### src/rtl/riskv_pkg.sv
// Shared RISKV core definitions: result-select encodings and register index width.
package riskv_pkg;

    localparam int REG_IDX_W = 5;

    typedef enum logic [1:0] {
        RESULT_ALU = 2'b00,
        RESULT_MEM = 2'b01,
        RESULT_PC4 = 2'b10
    } result_src_e;

endpackage

### src/rtl/writeback_stage_if.sv
// M-to-W stage bundle plus hazard controls and the W-stage outputs seen by the regfile/hazard unit.
interface writeback_stage_if #(
    parameter int DATA_WIDTH = 32,
    parameter int CNT_WIDTH  = 64
);
    import riskv_pkg::*;

    logic                  StallW_i;
    logic                  FlushW_i;
    logic                  ValidM_i;
    logic                  RegWriteM_i;
    logic [1:0]            ResultSrcM_i;
    logic [DATA_WIDTH-1:0] ALUResultM_i;
    logic [DATA_WIDTH-1:0] ReadDataM_i;
    logic [DATA_WIDTH-1:0] PCPlus4M_i;
    logic [REG_IDX_W-1:0]  RdM_i;

    logic [DATA_WIDTH-1:0] ResultW_o;
    logic [REG_IDX_W-1:0]  RdW_o;
    logic                  RegWriteW_o;
    logic                  ValidW_o;
    logic [CNT_WIDTH-1:0]  InstretW_o;

    modport master (
        output StallW_i, FlushW_i, ValidM_i, RegWriteM_i, ResultSrcM_i,
               ALUResultM_i, ReadDataM_i, PCPlus4M_i, RdM_i,
        input  ResultW_o, RdW_o, RegWriteW_o, ValidW_o, InstretW_o
    );

    modport slave (
        input  StallW_i, FlushW_i, ValidM_i, RegWriteM_i, ResultSrcM_i,
               ALUResultM_i, ReadDataM_i, PCPlus4M_i, RdM_i,
        output ResultW_o, RdW_o, RegWriteW_o, ValidW_o, InstretW_o
    );
endinterface

### src/rtl/pipe_reg_en_clr.sv
// Generic pipeline register: synchronous active-low reset, clear (bubble) beats enable.
module pipe_reg_en_clr #(
    parameter int WIDTH = 8
) (
    input  logic             clk,
    input  logic             rst_n,
    input  logic             en,
    input  logic             clr,
    input  logic [WIDTH-1:0] d,
    output logic [WIDTH-1:0] q
);

    logic [WIDTH-1:0] q_reg;

    always_ff @(posedge clk) begin
        if (!rst_n) begin
            q_reg <= '0;
        end else if (clr) begin
            q_reg <= '0;
        end else if (en) begin
            q_reg <= d;
        end
    end

    assign q = q_reg;

endmodule

### src/rtl/writeback_stage.sv
// Writeback stage: M/W register, architectural result select, x0 write suppression
// and the retired-instruction counter.
module writeback_stage
    import riskv_pkg::*;
#(
    parameter int DATA_WIDTH = 32,
    parameter int CNT_WIDTH  = 64
) (
    input  logic              clk,
    input  logic              rst_n,
    writeback_stage_if.slave  bus
);

    localparam int W_WIDTH = 4 + 3 * DATA_WIDTH + REG_IDX_W;

    logic [W_WIDTH-1:0]    w_d;
    logic [W_WIDTH-1:0]    w_q;

    logic                  valid_w;
    logic                  regwrite_w;
    logic [1:0]            resultsrc_w;
    logic [DATA_WIDTH-1:0] aluresult_w;
    logic [DATA_WIDTH-1:0] readdata_w;
    logic [DATA_WIDTH-1:0] pcplus4_w;
    logic [REG_IDX_W-1:0]  rd_w;

    logic [DATA_WIDTH-1:0] result_next;
    logic [CNT_WIDTH-1:0]  instret_reg;
    logic                  retire;

    assign w_d = {bus.ValidM_i, bus.RegWriteM_i, bus.ResultSrcM_i, bus.ALUResultM_i,
                  bus.ReadDataM_i, bus.PCPlus4M_i, bus.RdM_i};

    // Flush is wired to clear, which the register ranks above the stall-driven enable.
    pipe_reg_en_clr #(
        .WIDTH (W_WIDTH)
    ) u_w_reg (
        .clk   (clk),
        .rst_n (rst_n),
        .en    (!bus.StallW_i),
        .clr   (bus.FlushW_i),
        .d     (w_d),
        .q     (w_q)
    );

    assign {valid_w, regwrite_w, resultsrc_w, aluresult_w,
            readdata_w, pcplus4_w, rd_w} = w_q;

    // Reserved select 2'b11 falls back to the ALU result so the output is never undefined.
    always_comb begin
        result_next = aluresult_w;
        case (result_src_e'(resultsrc_w))
            RESULT_ALU: result_next = aluresult_w;
            RESULT_MEM: result_next = readdata_w;
            RESULT_PC4: result_next = pcplus4_w;
            default:    result_next = aluresult_w;
        endcase
    end

    // An instruction retires on the single edge it enters W, so a stalled one counts once.
    assign retire = !bus.FlushW_i && !bus.StallW_i && bus.ValidM_i;

    always_ff @(posedge clk) begin
        if (!rst_n) begin
            instret_reg <= '0;
        end else if (retire) begin
            instret_reg <= instret_reg + 1'b1;
        end
    end

    assign bus.ResultW_o   = result_next;
    assign bus.RdW_o       = rd_w;
    assign bus.RegWriteW_o = valid_w && regwrite_w && (rd_w != '0);
    assign bus.ValidW_o    = valid_w;
    assign bus.InstretW_o  = instret_reg;

endmodule

### src/flat_wrapper.sv
// flat-port wrapper written by rule: the top's interface ports become plain ports
module writeback_stage_flat import riskv_pkg::*;
#(
    parameter int DATA_WIDTH = 32,
    parameter int CNT_WIDTH  = 64
)
  (clk, rst_n, bus_StallW_i, bus_FlushW_i, bus_ValidM_i, bus_RegWriteM_i, bus_ResultSrcM_i, bus_ALUResultM_i, bus_ReadDataM_i, bus_PCPlus4M_i, bus_RdM_i, bus_ResultW_o, bus_RdW_o, bus_RegWriteW_o, bus_ValidW_o, bus_InstretW_o);
  writeback_stage_if #(.DATA_WIDTH(DATA_WIDTH), .CNT_WIDTH(CNT_WIDTH)) bus_i ();
  input  logic clk;
  input  logic rst_n;
  input wire logic [$bits(bus_i.StallW_i)-1:0] bus_StallW_i;
  input wire logic [$bits(bus_i.FlushW_i)-1:0] bus_FlushW_i;
  input wire logic [$bits(bus_i.ValidM_i)-1:0] bus_ValidM_i;
  input wire logic [$bits(bus_i.RegWriteM_i)-1:0] bus_RegWriteM_i;
  input wire logic [$bits(bus_i.ResultSrcM_i)-1:0] bus_ResultSrcM_i;
  input wire logic [$bits(bus_i.ALUResultM_i)-1:0] bus_ALUResultM_i;
  input wire logic [$bits(bus_i.ReadDataM_i)-1:0] bus_ReadDataM_i;
  input wire logic [$bits(bus_i.PCPlus4M_i)-1:0] bus_PCPlus4M_i;
  input wire logic [$bits(bus_i.RdM_i)-1:0] bus_RdM_i;
  output wire logic [$bits(bus_i.ResultW_o)-1:0] bus_ResultW_o;
  output wire logic [$bits(bus_i.RdW_o)-1:0] bus_RdW_o;
  output wire logic [$bits(bus_i.RegWriteW_o)-1:0] bus_RegWriteW_o;
  output wire logic [$bits(bus_i.ValidW_o)-1:0] bus_ValidW_o;
  output wire logic [$bits(bus_i.InstretW_o)-1:0] bus_InstretW_o;
  assign bus_i.StallW_i = bus_StallW_i;
  assign bus_i.FlushW_i = bus_FlushW_i;
  assign bus_i.ValidM_i = bus_ValidM_i;
  assign bus_i.RegWriteM_i = bus_RegWriteM_i;
  assign bus_i.ResultSrcM_i = bus_ResultSrcM_i;
  assign bus_i.ALUResultM_i = bus_ALUResultM_i;
  assign bus_i.ReadDataM_i = bus_ReadDataM_i;
  assign bus_i.PCPlus4M_i = bus_PCPlus4M_i;
  assign bus_i.RdM_i = bus_RdM_i;
  assign bus_ResultW_o = bus_i.ResultW_o;
  assign bus_RdW_o = bus_i.RdW_o;
  assign bus_RegWriteW_o = bus_i.RegWriteW_o;
  assign bus_ValidW_o = bus_i.ValidW_o;
  assign bus_InstretW_o = bus_i.InstretW_o;
  writeback_stage #(.DATA_WIDTH(DATA_WIDTH), .CNT_WIDTH(CNT_WIDTH)) u_core (.clk(clk), .rst_n(rst_n), .bus(bus_i));
endmodule
### config.mk
export PLATFORM = sky130hd
export DESIGN_NAME = writeback_stage_flat
export DESIGN_NICKNAME = d
export VERILOG_FILES = /design/src/rtl/riskv_pkg.sv /design/src/rtl/writeback_stage_if.sv /design/src/rtl/pipe_reg_en_clr.sv /design/src/rtl/writeback_stage.sv /design/src/flat_wrapper.sv
export SDC_FILE = /design/constraint.sdc
export NUM_CORES = 1
export LEC_CHECK = 0
export CAP_MARGIN = 25
export CORE_ASPECT_RATIO = 0.9
export CORE_UTILIZATION = 44
export CTS_CLUSTER_SIZE = 24
export DETAILED_ROUTE_END_ITERATION = 8
export DONT_BUFFER_PORTS = 1
export GPL_ROUTABILITY_DRIVEN = 0
export PLACE_DENSITY = 0.57
export SKIP_LAST_GASP = 1
export SLEW_MARGIN = 20
export SYNTH_ARGS = -nofsm -noshare
export SYNTH_HDL_FRONTEND = slang
export SYNTH_SLANG_ARGS = --single-unit
### constraint.sdc
create_clock -name clk -period 6.57 [get_ports clk]
set_input_delay 1.6425 -clock clk [delete_from_list [all_inputs] [get_ports clk]]
set_output_delay 1.6425 -clock clk [all_outputs]
set_load 0.01 [all_outputs]
==> impl_metrics.toml <==
[outcome]
outcome = "complete, but fails checks"
violations = "design-rule violations"

[floorplanning]
die_w_um = 139
start_util_pct = 45.3
standard_cell_row_count = 44
floorplan.die_area_mm2 = 0.0173
fp.dieH_um = 125
boundaryPins = 212
core_region_area_mm2 = 0.0163

[route]
remaining_drc_errors = 28
detail_route.wl_per_cell_um = 18.2
routed_wirelength_um = 18700
drt_pass1_iterations = 7
detailedRoute.firstIterationViolations = 388
dr_total_vias = 5985
ant_nets = 0
via_density_per_instance = 5.83

[global_routing]
number_of_antenna_violations_at_the_first_check_in_global_routing = 0
grt_pass1_wl_um = 30400
global_route.overflow_total = 0
grtUsageTotal_pct = 22.0
first_global_vias = 5669
pin_count_of_the_biggest_net_entering_global_routing = 108

[synth]
synth-seq-area-share_pct = 45.8
synth_flop_cell = "sky130_fd_sc_hd__dfxtp_1"
synth_warnings = 0
syn_inst = 833
synth-edff-count = 0
synthesis.area_mm2 = 0.00739
yosys_register_bits = 169
synth_area_per_cell_um2 = 8.87
synth-async-reset-ratio_pct = 0
netlist-cell-type-count = 40
syn_nets = 945

[layout]
final.fill_count = 1574
stdcell_count = 1026
num_antenna_cells = 0
area_used_by_multi_input_combinational_logic_mm2 = 0.00375
register_area_mm2 = 0.00338
max_ffs_per_register = 105
layout-drive-gt1-share_pct = 5.74
areaGrowthSynthToFinish_pct = 10.4
finish.instance_area_mm2 = 0.00815
final_net_count = 919

[power]
p_per_area_mw_per_mm2 = 276
post-layout-total-power_w = 0.00225
max-vdd-ir-drop_mv = 0.169
power.leakage_nw = 2.98

[sta]
setup-tns-final_ns = 0
layout_min_cycle_time_ns = 3.83
timing.final.setup_violations = 0
max-slew-margin-rel_pct = 36.7
hold_viol_final = 0
fin_hold_ws_ns = 0.493
grt_setup_unrepaired = "false"
fin_skew_ns = 0.0122
min_period_over_period_pct = 58.2
fmax_mhz = 261
slew_violations = 0
tightestPinTransition_ns = 0.949

[cts]
post_cts.resized_instances = 0
hold_buffers = 0
cts_sinks = 169
tritoncts = "yes"
clk_pin_slew_ns = 0.06
postCtsSetupRepairBufs = 0
ctsRootBufferMaster = "sky130_fd_sc_hd__clkbuf_16"
clock_path_buffers = 2
htreeDepth = 4
cts_made_buffers = 17
clkLatencyLatePin_ns = 0.42

[worst_setup_path]
worst_ep_arrival_time_ns = 2.18
path_max_fanout = 64
critical_path_launch_point_type = "flop"
endpoint_kind = "primary output"
worst_ep_required_time_ns = 4.93
crit_type = "reg -> out"

[placement]
dpl-instance-area_mm2 = 0.00747
port-buffer-count = 0
cell_count_after_placement = 994
place_hpwl_um = 13300

[hold_path]
hp-class = "reg -> reg"

[flow_run]
max_capacitance_violation_total = 0
==> critical path, cell delays in order, from the launching register on <==
cell and delay, ns:
sky130_fd_sc_hd__dfxtp_1 0.36, sky130_fd_sc_hd__inv_1 0.06, sky130_fd_sc_hd__ha_2 0.95, sky130_fd_sc_hd__o21ai_0 0.38
==> cell type report <==
type	instances	area share (%)
clock buffer	21	5.65
clock inverter	10	2.35
inverter	12	0.553
multi-input combinational	601	46.0
sequential	169	41.5
tap	207	3.18
timing repair buffer	6	0.798
==> routing by layer <==
layer / vias to the layer above / part of all wire, % / global-route usage, %
li1: 2902 / - / -
met1: 2880 / 44 / 27.4
met2: 191 / 47 / 35.5
met3: 12 / 8.7 / 8.80
met4: 0 / 0.86 / 5.02
met5: - / 0 / 0
==> cell usage in the layout, fill, tap and decap left out, drive strengths merged, types with 2 or more instances in the layout <==
cell	instances
clkinvlp	2
nand3	18
bufinv	5
o31ai	4
mux2i	106
nor4	17
nand2	63
o21ai	58
nand4	33
a22oi	32
or4	5
and2	2
inv	12
nor2	146
or3	27
dfxtp	169
a21oi	30
buf	6
xnor2	13
ha	3
clkinv	3
nor3	9
clkbuf	21
and3	5
and4	4
xor2	18
==> worst paths after layout <==
kind,startpoint,endpoint,slack (ns),cells after the start
worst max-delay path,u_core.u_w_reg.q[101],bus_ResultW_o[6],2.74,3
worst max register to register,u_core.bus.InstretW_o[5],u_core.bus.InstretW_o[59],3.77,5
worst min register to register,u_core.u_w_reg.q[53],u_core.u_w_reg.q[53],0.49,2
worst min-delay path,u_core.u_w_reg.q[53],u_core.u_w_reg.q[53],0.49,2
==> where the power goes <==
| part | switching (W) | leakage [nW] | internal, W |
|---|---|---|---|
| combinational | 0.0000517 | 1.29 | 0.0000417 |
| clock | 0.000403 | 0.310 | 0.000696 |
| sequential | 0.0000136 | 1.37 | 0.00105 |
==> kinds of logic after synthesis <==
kind of cell	synth area share [%]
flops	45.8
fa+ha+maj	0.508
xor+xnor	3.68
mux	14.4
buf+inv	3.59
compound gates	9.96
simple gates	22.1
==> synthesized netlist by cell type (2+ instances only) <==
master	instances	area, um2
sky130_fd_sc_hd__nor3_1	8	40.0
sky130_fd_sc_hd__o21ai_0	58	290
sky130_fd_sc_hd__xnor2_1	13	114
sky130_fd_sc_hd__nand3_1	18	90.1
sky130_fd_sc_hd__dfxtp_1	169	3380
sky130_fd_sc_hd__a22oi_1	32	240
sky130_fd_sc_hd__ha_1	3	37.5
sky130_fd_sc_hd__or4_1	4	30.0
sky130_fd_sc_hd__nand4_2	2	25.0
sky130_fd_sc_hd__buf_4	5	37.5
sky130_fd_sc_hd__or3_1	27	169
sky130_fd_sc_hd__and4_1	4	35.0
sky130_fd_sc_hd__mux2i_1	106	1060
sky130_fd_sc_hd__and2_1	2	12.5
sky130_fd_sc_hd__buf_2	2	10.0
sky130_fd_sc_hd__nand4_1	31	194
sky130_fd_sc_hd__and3_1	5	31.3
sky130_fd_sc_hd__xor2_1	18	158
sky130_fd_sc_hd__clkbuf_1	28	105
sky130_fd_sc_hd__nor4_1	13	81.3
sky130_fd_sc_hd__buf_1	15	56.3
sky130_fd_sc_hd__inv_1	11	41.3
sky130_fd_sc_hd__nand2_1	63	236
sky130_fd_sc_hd__o31ai_1	4	30.0
sky130_fd_sc_hd__nor2_1	146	548
sky130_fd_sc_hd__nor4_4	3	63.8
sky130_fd_sc_hd__a21oi_1	30	150
==> metrics by stage <==
| step | worst slack (ns) | utilization [%] |
|---|---|---|
| after detailed placement | 3.10 | 45.9 |
| after CTS | 2.72 | 49.9 |
| final | 2.74 | 50.0 |
| after global routing | 2.51 | 50.0 |
| after floorplan | 3.13 | - |
| after global placement | 3.17 | 45.9 |
(Power assumes the default switching activity.)
